File: src/rtl/vga_plot_arbiter.sv
// Round-robin arbiter that rasters filled-rectangle commands from three requesters onto one pixel-write port.
// Optional build macro VGA_PLOT_CLIP_EN suppresses plot for pixels outside XMAX x YMAX.
module vga_plot_arbiter #(
    parameter int XW   = 8,
    parameter int YW   = 7,
    parameter int CW   = 3,
    parameter int XMAX = 160,
    parameter int YMAX = 120
) (
    input  logic            clk,
    input  logic            reset,
    input  logic [2:0]      req,
    input  logic [3*XW-1:0] req_x,
    input  logic [3*YW-1:0] req_y,
    input  logic [3*XW-1:0] req_w,
    input  logic [3*YW-1:0] req_h,
    input  logic [3*CW-1:0] req_color,
    output logic [2:0]      ack,
    output logic [2:0]      done,
    output logic            busy,
    output logic [1:0]      gnt_id,
    output logic [XW-1:0]   x,
    output logic [YW-1:0]   y,
    output logic [CW-1:0]   color,
    output logic            plot
);

    typedef enum logic [1:0] {IDLE, DRAW, FIN} state_t;

    state_t        state;
    logic [1:0]    ptr;
    logic [XW-1:0] x0, w, cx;
    logic [YW-1:0] y0, h, cy;
    logic [CW-1:0] col;

    logic [1:0]    c0, c1, c2, sel;
    logic [XW-1:0] sx, sw, bx, ox, ncx, px;
    logic [YW-1:0] sy, sh, by, oy, ncy, py;
    logic [CW-1:0] sc;
    logic          last_col, last_row, vis;

    // Rotation order starts just after the last grant; later assignments win.
    // NOTE: every always_comb output gets a default first so no latch is inferred.
    always_comb begin
        c0  = (ptr == 2'd2) ? 2'd0 : ptr + 2'd1;
        c1  = (c0  == 2'd2) ? 2'd0 : c0  + 2'd1;
        c2  = (c1  == 2'd2) ? 2'd0 : c1  + 2'd1;
        sel = c0;
        if (req[c2]) sel = c2;
        if (req[c1]) sel = c1;
        if (req[c0]) sel = c0;
    end

    assign sx = req_x[sel*XW +: XW];
    assign sy = req_y[sel*YW +: YW];
    assign sw = req_w[sel*XW +: XW];
    assign sh = req_h[sel*YW +: YW];
    assign sc = req_color[sel*CW +: CW];

    assign last_col = (cx == w - XW'(1));
    assign last_row = (cy == h - YW'(1));
    assign ncx      = last_col ? '0 : cx + XW'(1);
    assign ncy      = last_col ? cy + YW'(1) : cy;

    // In IDLE the first pixel is the origin of the incoming command.
    assign bx = (state == IDLE) ? sx : x0;
    assign by = (state == IDLE) ? sy : y0;
    assign ox = (state == IDLE) ? '0 : ncx;
    assign oy = (state == IDLE) ? '0 : ncy;

`ifdef VGA_PLOT_CLIP_EN
    localparam logic [XW:0] X_LIM = XMAX[XW:0];
    localparam logic [YW:0] Y_LIM = YMAX[YW:0];
    logic [XW:0] ux;
    logic [YW:0] uy;
    assign ux  = {1'b0, bx} + {1'b0, ox};
    assign uy  = {1'b0, by} + {1'b0, oy};
    assign vis = (ux < X_LIM) && (uy < Y_LIM);
    assign px  = ux[XW-1:0];
    assign py  = uy[YW-1:0];
`else
    assign vis = 1'b1;
    assign px  = bx + ox;
    assign py  = by + oy;
`endif

    // NOTE: sequential state uses non-blocking assignments only.
    always_ff @(posedge clk or posedge reset) begin
        if (reset) begin
            state  <= IDLE;
            ptr    <= 2'd2;
            x0     <= '0;
            y0     <= '0;
            w      <= '0;
            h      <= '0;
            cx     <= '0;
            cy     <= '0;
            col    <= '0;
            ack    <= '0;
            done   <= '0;
            busy   <= 1'b0;
            gnt_id <= 2'd0;
            x      <= '0;
            y      <= '0;
            color  <= '0;
            plot   <= 1'b0;
        end else begin
            ack  <= '0;
            done <= '0;
            plot <= 1'b0;
            case (state)
                IDLE: begin
                    if (|req) begin
                        x0       <= sx;
                        y0       <= sy;
                        w        <= sw;
                        h        <= sh;
                        col      <= sc;
                        cx       <= '0;
                        cy       <= '0;
                        gnt_id   <= sel;
                        ack[sel] <= 1'b1;
                        busy     <= 1'b1;
                        if (sw == '0 || sh == '0) begin
                            state     <= FIN;
                            done[sel] <= 1'b1;
                        end else begin
                            state <= DRAW;
                            x     <= px;
                            y     <= py;
                            color <= sc;
                            plot  <= vis;
                        end
                    end
                end
                DRAW: begin
                    if (last_col && last_row) begin
                        state        <= FIN;
                        done[gnt_id] <= 1'b1;
                    end else begin
                        cx    <= ncx;
                        cy    <= ncy;
                        x     <= px;
                        y     <= py;
                        color <= col;
                        plot  <= vis;
                    end
                end
                FIN: begin
                    state <= IDLE;
                    busy  <= 1'b0;
                    ptr   <= gnt_id;
                end
                default: state <= IDLE;
            endcase
        end
    end

endmodule
File: config.mk
export PLATFORM = sky130hd
export DESIGN_NAME = vga_plot_arbiter
export DESIGN_NICKNAME = d
export VERILOG_FILES = /design/src/rtl/vga_plot_arbiter.sv
export SDC_FILE = /design/constraint.sdc
export NUM_CORES = 1
export LEC_CHECK = 0
export CORE_AREA = 8 8 141 143
export CTS_BUF_LIST = sky130_fd_sc_hd__clkbuf_4 sky130_fd_sc_hd__clkbuf_8 sky130_fd_sc_hd__clkbuf_16
export DETAILED_ROUTE_END_ITERATION = 7
export DIE_AREA = 0 0 149 151
export PLACE_DENSITY = 0.5
export SYNTH_ARGS = -nofsm -noshare
export SYNTH_HDL_FRONTEND = slang
export SYNTH_SLANG_ARGS = --single-unit
File: constraint.sdc
create_clock -name clk -period 5.85 [get_ports clk]
set_clock_uncertainty 0.05 [all_clocks]
set_input_delay 0.8775 -clock clk [delete_from_list [all_inputs] [get_ports clk]]
set_output_delay 0.8775 -clock clk [all_outputs]
set_load 0.01 [all_outputs]
==> metrics.txt <==
chip height 151 um; Fillers 1768; area grow syn2layout 34.8%; CTS Buf Count 9; sequential area share after synthesis 38.7%; synthesized cell area 5180 um2; Max-slew headroom 41.3%; WL final 15.3 mm; post-DR wirelength/cell 16.7 um; clk buf depth 2; Seq cells post-synth 80; PD cells 448 nW/um2; pin slew with the least headroom to its limit 880 ps; top-level I/O count 132; Post-synth EDFFs 0; Worst setup EP type flip-flop; CP Launch Type input pin; Die Width 149 um; Critical Path Most Common Cell a21oi_1; Initial DRT Pass Iterations 4; clock root cell clkbuf_16; count of buffers from port buffering 131; vias in the first global route 4735; area taken by flip-flops and latches 2000 um2; ys async rst share 100%; Worst-path clk slew 60 ps; Rows 49; commonest non-fill, non-tap cell in the layout clkdlybuf4s50_1; CTS tree done; max cap viols 0; post-synth top area share 38.2%; syn nets 693; CP max stage delay 560 ps; die area 22500 um2; clock latency at the later pin of the worst-skew pair 340 ps; Synth Warn # 0; Tcrit/Tclk final 74.1%; Hold-fix buffers, CTS 0; Final Hold Fails 0; outcome complete, no violations; max-slew violations 0; RSZ-0062 raised after global routing no; Setup Buffers After CTS 0; top cells by area in the synthesized netlist dfrtp_1 (38%), a21oi_1 (5.9%), a22o_1 (5.4%); signal arrival time at the worst endpoint 4510 ps; Post-route DRC 0; gr usage total 13.8%; Starting Density 29.3%; Pwr Total 3130 uW; Ant. Diodes 0; Final min period 4330 ps; initial antenna violation count 0; multi-input logic area 2940 um2; Crit path required time 6020 ps; CTS sink cnt 80; fin nets 809; first-pass GRT wire length 24.4 mm; dpl hpwl 11.9 mm; post-route ant nets 0; critical path's slowest cell clkdlybuf4s50_1; Iter 0 DRT Violations 255; post-synthesis area per instance 9.08 um2; Max Fclk 231 MHz; maximum fanout along the worst path 27; depth of the CTS H-tree 3; post_cts resized 0; CP Cell Sequence clkdlybuf4s50_1 -> nor3b_1 -> a311o_2 -> nor2_2 -> buf_4 -> a21oi_1 -> a21oi_1 -> ha_1 -> fa_1 -> a21oi_1 -> nor2_1 -> nor2_1 -> o21bai_1 -> a21oi_1 -> xor2_1 -> mux2_4; Peak VDD IR 0.202 mV; endpoints failing setup 0; HP Class reg -> reg; Placeable Area 17700 um2; grt total ovfl 0; Mapped Cells 570; routed vias/inst 4.93; fraction of layout cells with a size suffix above 1 9.12%; Setup CP Type in -> reg; most frequent cells in the layout clkdlybuf4s50_1 (131), dfrtp_1 (79), a21oi_1 (61); top_reg_cell synth dfrtp_1; vias 4537; RePlAce Congestion 0.759; Synth area leader dfrtp_1; Sum Neg Setup Slack 0 ps; synth unique cells 61; Leakage Power 0.00295 uW; largest net degree at the start of global routing 73
## kinds of logic (layout without fill, tap and decap cells)
family,count (synthesis),after routing,share of synthesized area [%]
AO/OA/AOI/OAI,200,200,25.6
adder cells (fa/ha/maj),19,19,4.88
XOR/XNOR,37,37,6.26
flip-flops,80,80,38.7
AND/OR/NAND/NOR,160,160,14.3
multiplexers,20,20,5.63
buffers and inverters,54,175,4.62
## registers in the layout (all words and copies together) (netlist names), 3 cells and up
register,flops
col,3
w,8
cy,7
x0,8
x,8
ack,3
y0,7
color,3
done,3
y,7
cx,8
h,7
## metrics by stage
| stage | worst slack [ps] | cells | cell area (um2) | hold WS [ps] | utilization (%) |
|---|---|---|---|---|---|
| floorplan | 1180 | 570 | 5180 | 401 | - |
| global placement | 1210 | 904 | 6690 | 412 | 37.9 |
| detailed placement | 1150 | 904 | 6690 | 421 | 37.9 |
| CTS | 1470 | 920 | 6980 | 435 | 39.5 |
| global route | 1160 | 920 | 6980 | 454 | 39.5 |
| finish | 1520 | 920 | 6980 | 431 | 39.5 |
## synthesized netlist by cell type, types with 4 or more instances
cell type / number
a21o_1: 5
a21oi_1: 61
a22o_1: 32
a32o_1: 4
and3_1: 5
clkbuf_1: 28
dfrtp_1: 79
ha_1: 17
inv_1: 16
mux2_4: 18
nand2_1: 52
nand2b_1: 10
nand3_1: 7
nand4_1: 5
nor2_1: 52
nor2b_1: 4
nor3_1: 7
o21ai_0: 47
o21ai_1: 12
o21bai_1: 7
o31ai_1: 7
xnor2_1: 20
xor2_1: 17
## worst max-delay path: cells and delay by family
| kind | cells | cell delay (ps) |
|---|---|---|
| XOR/XNOR | 1 | 80 |
| AO/OA/AOI/OAI | 6 | 1220 |
| AND/OR/NAND/NOR | 4 | 600 |
| multiplexers | 1 | 270 |
| adder cells (fa/ha/maj) | 2 | 650 |
| buffers and inverters | 2 | 800 |
## area by class of cell
cell class | instances | area share [%]
inverters | 18 | 0.986
flip-flops and latches | 80 | 28.7
well taps | 229 | 4.11
multi-input cells | 436 | 42.2
clock inverters | 3 | 0.215
clock buffers | 13 | 3.93
repair buffers | 141 | 19.9
## final timing paths
check,from,endpoint,slack (ps),cells past startpoint
worst min register to register,x0[5]$_DFFE_PP0P_,x0[5]$_DFFE_PP0P_,430,2
worst max register to register,w[0]$_DFFE_PP0P_,x[7]$_DFFE_PP0P_,1530,17
worst min-delay path,x0[5]$_DFFE_PP0P_,x0[5]$_DFFE_PP0P_,430,2
worst max-delay path,req[2],y[6]$_DFFE_PP0P_,1520,16
max in group asynchronous,reset,plot$_DFF_PP0_,3850,3
min in group asynchronous,reset,x[2]$_DFFE_PP0P_,750,2
## per-layer routing
layer | wire length (um) | global-route usage (%)
met3 | 573 | 3.50
met1 | 6250 | 15.4
met2 | 8260 | 25.3
met4 | 241 | 4.09
met5 | 0 | 0
## report_power, final
part | internal, uW | leakage [uW] | total (uW) | switching (uW)
clock network | 325 | 0.000149 | 543 | 219
logic | 863 | 0.00181 | 1590 | 728
registers | 779 | 0.000995 | 992 | 213
Note: power is estimated with default switching activity, not from simulation.
